===== config.mk =====
export PLATFORM = sky130hd
export DESIGN_NAME = status_blink_encoder
export DESIGN_NICKNAME = d
export VERILOG_FILES = /design/src/rtl/status_blink_encoder.sv
export SDC_FILE = /design/constraint.sdc
export NUM_CORES = 1
export LEC_CHECK = 0
export CORE_ASPECT_RATIO = 1.4
export CORE_MARGIN = 2
export CORE_UTILIZATION = 40
export DETAILED_ROUTE_END_ITERATION = 16
export PLACE_DENSITY = 0.63
export SYNTH_ARGS = -nofsm -noshare
export SYNTH_HDL_FRONTEND = slang
export SYNTH_SLANG_ARGS = --single-unit

===== constraint.sdc =====
create_clock -name clk -period 2.4 [get_ports clk]
set_input_delay 0.6 -clock clk [delete_from_list [all_inputs] [get_ports clk]]
set_output_delay 0.6 -clock clk [all_outputs]
set_load 0.02 [all_outputs]

===== src/rtl/status_blink_encoder.sv =====
// Status-LED blink encoder: shows an accepted status code as N blinks plus a dark gap,
// and runs an independent heartbeat toggle so a live fabric clock is visible.
module status_blink_encoder #(
  parameter int unsigned CLK_FREQ  = 25000000,
  parameter int unsigned TICK_DIV  = 2500000,
  parameter int unsigned ON_TICKS  = 2,
  parameter int unsigned OFF_TICKS = 3,
  parameter int unsigned GAP_TICKS = 10,
  parameter int unsigned HB_CYCLES = 37500000,
  parameter int unsigned CODE_W    = 4
) (
  input  logic              clk,
  input  logic              rst,
  input  logic              code_valid,
  input  logic [CODE_W-1:0] code,
  output logic              code_ready,
  output logic              busy,
  output logic              led_blink,
  output logic              heartbeat
);

  localparam int unsigned PH_MAX =
    (ON_TICKS > OFF_TICKS) ? ((ON_TICKS > GAP_TICKS) ? ON_TICKS : GAP_TICKS)
                           : ((OFF_TICKS > GAP_TICKS) ? OFF_TICKS : GAP_TICKS);
  localparam int unsigned PS_W = $clog2(TICK_DIV);
  localparam int unsigned PH_W = $clog2(PH_MAX + 1);
  localparam int unsigned HB_W = $clog2(HB_CYCLES);

  localparam logic [PS_W-1:0] TICK_LAST = PS_W'(TICK_DIV - 1);
  localparam logic [PH_W-1:0] ON_LAST   = PH_W'(ON_TICKS - 1);
  localparam logic [PH_W-1:0] OFF_LAST  = PH_W'(OFF_TICKS - 1);
  localparam logic [PH_W-1:0] GAP_LAST  = PH_W'(GAP_TICKS - 1);
  localparam logic [HB_W-1:0] HB_LAST   = HB_W'(HB_CYCLES - 1);

  if (CLK_FREQ == 0 || TICK_DIV < 2 || ON_TICKS < 1 || OFF_TICKS < 1 ||
      GAP_TICKS < 1 || HB_CYCLES < 2 || CODE_W < 1) begin : g_bad_params
    $error("status_blink_encoder: illegal parameter combination");
  end

  typedef enum logic [1:0] {
    ST_IDLE,
    ST_ON,
    ST_OFF,
    ST_GAP
  } state_e;

  state_e            state_q;
  logic [CODE_W-1:0] remaining_q;
  logic [PS_W-1:0]   prescaler_q;
  logic [PH_W-1:0]   phase_cnt_q;
  logic              led_q;
  logic [HB_W-1:0]   hb_cnt_q, hb_cnt_d;
  logic              hb_q, hb_d;

  logic tick;

  assign tick       = (prescaler_q == TICK_LAST);
  assign code_ready = (state_q == ST_IDLE);
  assign busy       = ~code_ready;
  assign led_blink  = led_q;
  assign heartbeat  = hb_q;

  // NOTE: sequential state uses non-blocking assignments only, so every register
  // samples the pre-edge values of its neighbours regardless of statement order.
  always_ff @(posedge clk or posedge rst) begin
    if (rst) begin
      state_q     <= ST_IDLE;
      remaining_q <= '0;
      prescaler_q <= '0;
      phase_cnt_q <= '0;
      led_q       <= 1'b0;
    end else begin
      if (state_q != ST_IDLE) begin
        prescaler_q <= tick ? '0 : prescaler_q + 1'b1;
      end

      unique case (state_q)
        ST_IDLE: begin
          if (code_valid) begin
            // Restarting the prescaler makes every phase an exact multiple of TICK_DIV.
            prescaler_q <= '0;
            phase_cnt_q <= '0;
            remaining_q <= code;
            if (code != '0) begin
              state_q <= ST_ON;
              led_q   <= 1'b1;
            end else begin
              state_q <= ST_GAP;
            end
          end
        end

        ST_ON: begin
          if (tick) begin
            if (phase_cnt_q == ON_LAST) begin
              state_q     <= ST_OFF;
              led_q       <= 1'b0;
              phase_cnt_q <= '0;
              remaining_q <= remaining_q - 1'b1;
            end else begin
              phase_cnt_q <= phase_cnt_q + 1'b1;
            end
          end
        end

        ST_OFF: begin
          if (tick) begin
            if (phase_cnt_q == OFF_LAST) begin
              phase_cnt_q <= '0;
              if (remaining_q != '0) begin
                state_q <= ST_ON;
                led_q   <= 1'b1;
              end else begin
                state_q <= ST_GAP;
              end
            end else begin
              phase_cnt_q <= phase_cnt_q + 1'b1;
            end
          end
        end

        ST_GAP: begin
          if (tick) begin
            if (phase_cnt_q == GAP_LAST) begin
              state_q     <= ST_IDLE;
              phase_cnt_q <= '0;
            end else begin
              phase_cnt_q <= phase_cnt_q + 1'b1;
            end
          end
        end

        default: begin
          state_q <= ST_IDLE;
          led_q   <= 1'b0;
        end
      endcase
    end
  end

  // NOTE: next-state values are assigned a default first so no path infers a latch.
  always_comb begin
    hb_cnt_d = hb_cnt_q + 1'b1;
    hb_d     = hb_q;
    if (hb_cnt_q == HB_LAST) begin
      hb_cnt_d = '0;
      hb_d     = ~hb_q;
    end
  end

  always_ff @(posedge clk or posedge rst) begin
    if (rst) begin
      hb_cnt_q <= '0;
      hb_q     <= 1'b0;
    end else begin
      hb_cnt_q <= hb_cnt_d;
      hb_q     <= hb_d;
    end
  end

endmodule


==> results.md, run 1 <==
- Final setup viols: 0
- Pre-antenna DRT Iters: 4
- Die H: 112 um
- Post-Route WL: 7320 um
- GRT Resource Usage Total: 18.1%
- Max H-tree Level: 3
- Post-CTS sizing: 0
- Inserted Diodes: 0
- Number of synthesized flops with an enable pin: 0
- Largest net degree at the start of global routing: 30
- Share of async-settable or async-resettable flops after synthesis: 100%
- Fin Setup TNS: 0 ns
- Max frequency: 436 MHz
- 1st-iter DRT viols: 125
- Fin crit share: 95.6%
- Total gr overflow: 0
- Min Tclk post-route: 2.29 ns
- Hold Buf Count CTS: 0
- Final Net Count: 400
- Die X: 81.1 um
- Top cells by instance count after synthesis: dfrtp_1 (60), nor2_1 (38), nand2_1 (33), nand3_1 (25), o21ai_0 (21)
- Antenna violations before repair: 0
- Worst-path clk slew: 0.06 ns
- Vias in the first global route: 2850
- Max VDD drop: 0.000464 V
- Top FF cell, synth: dfrtp_1
- Routed via count: 2770
- Global-route wire length before repair: 12900 um
- Seq/Total Area, Yosys: 45.1%
- Distinct cell type count of the synthesized netlist: 47
- WP data required: 1.80 ns
- Port Buffer Count: 10
- Arr. time, crit path: 1.69 ns
- Die Area: 9090 um^2
- Lkg Pwr: 0.00173 uW
- Wirelength per Cell: 14.8 um
- Root buffer selected by CTS: clkbuf_16
- Worst clock skew: 0.0107 ns
- CP peak stage delay: 0.60 ns
- Worst path slowest cell: clkdlybuf4s50_1
- CP endpoint kind: output port
- Most frequent cell after synthesis: dfrtp_1
- Post-CTS setup buffers: 0
- Hold Path Class: register to register
- Max Cap Violations: 0
- Cts bufs inserted: 9
- Slew Viols, Final: 0
- Core Region: 8150 um^2
- CP Cell Sequence: or2_2, clkinv_1, clkdlybuf4s50_1
- Max Buffers Root-to-Sink: 2
- Final hold vios: 0
- Via density: 5.62
- Mapped cell area: 3330 um^2
- Residual DRC count: 0
- PD cells: 919 nW/um^2
- Post-DP HPWL: 5270 um
- # rows: 39
- Syn_nets: 379
- Filler instances: 743
- I/O pins: 11
- Ys Warns: 0
- Worst-Margin Slew: 0.477 ns
- Layout cells sized above 1: 11.3%
- Initial Utilization: 40.9%
- CP startpoint kind: register
- CTS tree: done
- Outcome: complete, no violations
- Avg Cell Area, Syn: 9.13 um^2
- Clk_lat worst skew: 0.33 ns
- Final Wtd Congestion: 0.801
- Synth Instances: 365
- RSZ-0062 raised after global routing: false
- CP Max Fanout: 4
- Area grow syn2layout: 19.5%
- Top cells by area, synth: dfrtp_1 (45%), xor2_1 (4.7%), nor2_1 (4.3%)
- Final ANT Viol Nets: 0
- Slew margin rel.: 68.2%
- CTS sink cnt: 60
- Synthesized flop and latch total: 60
- Synth area leader: dfrtp_1
- Critical path class: register to output port
- WHS: 0.468 ns
- Post-synth top area share: 45.1%
[layout make-up]
class | instances | area [um^2] | share of cell area (%)
timing repair buffer | 24 | 218 | 5.47
inverter | 12 | 45.0 | 1.13
tap | 102 | 128 | 3.21
sequential | 60 | 1500 | 37.7
multi-input combinational | 279 | 1730 | 43.6
clock buffer | 10 | 239 | 6.00
clock inverter | 6 | 116 | 2.92
[cell families (layout without fill, tap and decap cells)]
kind of cell	Yosys count	after routing	synth area share, %
DFF	60	60	45.1
adders and majority gates	7	7	2.63
and+or+nand+nor	171	171	27.8
buffers and inverters	26	52	3.19
muxes	4	4	1.24
xor gates and xnor gates	25	25	6.57
AOI/OAI and AO/OA	72	72	13.6
[cell usage in the layout (no fill, tap or decap), types with 5 or more instances in the layout]
cell type	synthesis	routed
ha_1	7	7
nand4_1	17	17
nor3_1	8	8
clkbuf_16	0	9
dfrtp_1	60	60
nor3b_1	5	5
xor2_1	18	18
nand3_1	25	25
xnor2_1	7	7
a21oi_1	15	14
a31oi_1	14	14
nor2_1	38	38
nand2_1	33	33
and3_1	5	5
inv_1	11	10
o21ai_0	21	21
clkdlybuf4s50_1	0	10
a21o_1	5	5
buf_4	0	13
nor4_1	10	9
and2_1	5	5
[stage by stage]
stage / utilization, % / worst slack (ns) / total power (uW) / instance area (um^2) / instances
after floorplan: - / 0.315 / 1940 / 3330 / 365
after global routing: 48.9 / 0.0248 / 3880 / 3980 / 493
after detailed placement: 44.5 / 0.195 / 2140 / 3630 / 477
final: 48.9 / 0.106 / 3660 / 3980 / 493
after global placement: 44.5 / 0.238 / 2120 / 3630 / 477
after CTS: 48.9 / 0.0777 / 3690 / 3980 / 493
[report_power, final]
| group | leakage (uW) | internal (uW) | switching (uW) |
|---|---|---|---|
| sequential | 0.000770 | 1210 | 282 |
| clock | 0.000174 | 1050 | 483 |
| combinational | 0.000789 | 311 | 324 |
| total | 0.00173 | 2570 | 1090 |
[routing by layer]
metal  wire (um)  track usage (%)  vias to the layer above
li1            -                -                     1368
met4         169             7.68                        0
met1        3170             20.9                     1357
met3         142             3.65                       13
met2        3840             31.7                       32
met5           0                0                        -
[state kept, by name, summed over array words and instances, names as in the netlist]
name,count
remaining_q,4
state_q,2
heartbeat,1
prescaler_q,22
led_blink,1
phase_cnt_q,4
hb_cnt_q,26
[worst paths after layout]
| path | depth (start not counted) | slack, ns | from | endpoint |
|---|---|---|---|---|
| max | 3 | 0.11 | state_q[0] | code_ready |
| min | 1 | 0.47 | heartbeat | heartbeat |
| max reg2reg | 5 | 0.18 | prescaler_q[12] | phase_cnt_q[3] |
| min reg2reg | 1 | 0.47 | heartbeat | heartbeat |
| max in group asynchronous | 3 | 1.21 | rst | hb_cnt_q[22] |
| min in group asynchronous | 2 | 0.61 | rst | hb_cnt_q[13] |
[critical path: cells and delay by family, from the launching register on]
kind	cells	cell delay, ns
buffers and inverters	2	0.67
and+or+nand+nor	1	0.33
DFF	1	0.37
(Power assumes the default switching activity.)
==> run 2: changes to the inputs <==
Settings changed: CELL_PAD_IN_SITES_DETAIL_PLACEMENT set to 0, CELL_PAD_IN_SITES_GLOBAL_PLACEMENT set to 1, PLACE_DENSITY 0.63 to 0.76.
==> results.md, run 2 (same netlist as run 1, synthesis figures left out) <==
- Inst Count DP: 477
- GRT Resource Usage Total: 18.8%
- Comb power frac: 17.8%
- Clock Power Share: 40.7%
- R2R cell count: 6
- CTS tree: done
- Slew Viols, Final: 0
- Via density: 5.59
- Fin crit share: 95.9%
- Final setup viols: 0
- Arr. time, crit path: 1.70 ns
- Filler instances: 760
- Clk_lat worst skew: 0.33 ns
- Vias in the first global route: 2833
- Post-DP HPWL: 5360 um
- Max reg flops: 26
- Area grow syn2layout: 19.2%
- Critical path's top delay family: buffers and inverters
- Max Cap Violations: 0
- Post-CTS sizing: 0
- Multi-input logic area: 1730 um^2
- Switch share: 29.8%
- RSZ-0062 raised after global routing: false
- Worst-path clk slew: 0.05 ns
- CP Depth: 3
- Met2 Resource Use GR: 31.6%
- Layout Cells excl Fill: 493
- Final ANT Viol Nets: 0
- Die X: 81.1 um
- Switch Pwr: 1070 uW
- Final Net Count: 400
- Largest Register: hb_cnt_q
- # rows: 39
- Most frequent cells in the layout: dfrtp_1 (60), nor2_1 (38), nand2_1 (33)
- CP peak stage delay: 0.60 ns
- CP endpoint kind: output port
- Worst clock skew: 0.00407 ns
- Antenna violations before repair: 0
- Post-Route WL: 7560 um
- Critical path class: register to output port
- Cts bufs inserted: 9
- Global-route wire length before repair: 13100 um
- CP Max Fanout: 4
- Min Tclk post-route: 2.30 ns
- Worst path slowest cell: clkdlybuf4s50_1
- Initial Utilization: 40.9%
- Pre-antenna DRT Iters: 4
- Outcome: complete, no violations
- Hold Buf Count CTS: 0
- Commonest non-fill, non-tap cell in the layout: dfrtp_1
- Layout cells sized above 1: 10.7%
- Core Region: 8150 um^2
- Routed via count: 2754
- Top flop regs: hb_cnt_q: 26 flops, prescaler_q: 22 flops
- Final Wtd Congestion: 0.782
- Int Pwr: 2530 uW
- PD cells: 908 nW/um^2
- Max VDD drop: 0.000465 V
- WP data required: 1.80 ns
- Total gr overflow: 0
- CTS sink cnt: 60
- CP startpoint kind: register
- Largest net degree at the start of global routing: 30
- Max Buffers Root-to-Sink: 2
- Share of power burned in registers: 41.5%
- Slew margin rel.: 67.0%
- Inserted Diodes: 0
- CP Cell Sequence: or2_2, clkinv_1, clkdlybuf4s50_1
- Post-CTS setup buffers: 0
- Residual DRC count: 0
- Fin Setup TNS: 0 ns
- Gr busiest metal: met2
- I/O pins: 11
- 1st-iter DRT viols: 157
- Port Buffer Count: 10
- Lkg Pwr: 0.00173 uW
- Max H-tree Level: 3
- Wirelength per Cell: 15.3 um
- Max frequency: 435 MHz
- M3 GR Usage: 4.05%
- Worst-Margin Slew: 0.494 ns
- Final hold vios: 0
- Hold Path Class: register to register
- Root buffer selected by CTS: clkbuf_16
- Met1 Use GR: 22.2%
- CP bufs+invs: 2
- Die Area: 9090 um^2
- Die H: 112 um
- Seq. cell area: 1500 um^2
- Hold depth: 1
## run 2: cell types whose count changed in the layout (fill, tap and decap cells not counted)
cell,delta
clkbuf_1,+2
inv_6,-3
clkinv_2,+2
buf_4,-1
buf_12,+1
clkbuf_8,-1
## run 2: final timing paths
kind	startpoint	endpoint	slack, ns
max	state_q[0]	code_ready	0.1
min	heartbeat	heartbeat	0.48
max reg2reg	prescaler_q[11]	prescaler_q[3]	0.17
min reg2reg	heartbeat	heartbeat	0.48
max in group asynchronous	rst	hb_cnt_q[18]	1.30
min in group asynchronous	rst	remaining_q[2]	0.62
## run 2: final cells by class
type                    count  area share (%)
flip-flops and latches     60            37.8
repair buffers             24            5.80
clock inverters             5            2.52
inverters                  12            1.13
multi-input cells         279            43.7
well taps                 102            3.21
clock buffers              11            5.86
## run 2: power by group through the flow
stage,clock network [uW],registers [uW],logic (uW)
3_5_place_dp,0,1500,646
3_3_place_gp,0,1500,635
2_1_floorplan,0,1420,514
4_1_cts,1500,1490,650
5_1_grt,1540,1530,741
6_report,1470,1490,642
## run 2: per-stage QoR
| step | total power, uW | hold WS (ns) | worst slack (ns) | util (%) | cell area [um^2] |
|---|---|---|---|---|---|
| finish | 3600 | 0.478 | 0.0992 | 48.7 | 3970 |
| global placement | 2130 | 0.458 | 0.227 | 44.6 | 3640 |
| detailed placement | 2150 | 0.483 | 0.182 | 44.6 | 3640 |
| floorplan | 1940 | 0.455 | 0.315 | - | 3330 |
| CTS | 3640 | 0.490 | 0.0701 | 48.7 | 3970 |
| global route | 3820 | 0.501 | 0.0364 | 48.7 | 3970 |
## run 2: routing by layer
layer | vias to the layer above | share of wire [%]
met4 | 0 | 2.5
li1 | 1377 | -
met5 | - | 0
met2 | 45 | 52
met3 | 14 | 2.4
met1 | 1318 | 44
==> run 3: changes to the inputs <==
Settings changed: CELL_PAD_IN_SITES_DETAIL_PLACEMENT 0 to unset, CELL_PAD_IN_SITES_GLOBAL_PLACEMENT 1 to unset, CTS_CLUSTER_SIZE set to 20, PLACE_DENSITY 0.76 to 0.63.
==> results of run 3 <==
The final DEF is identical to that of run 1; final timing and power are the same.
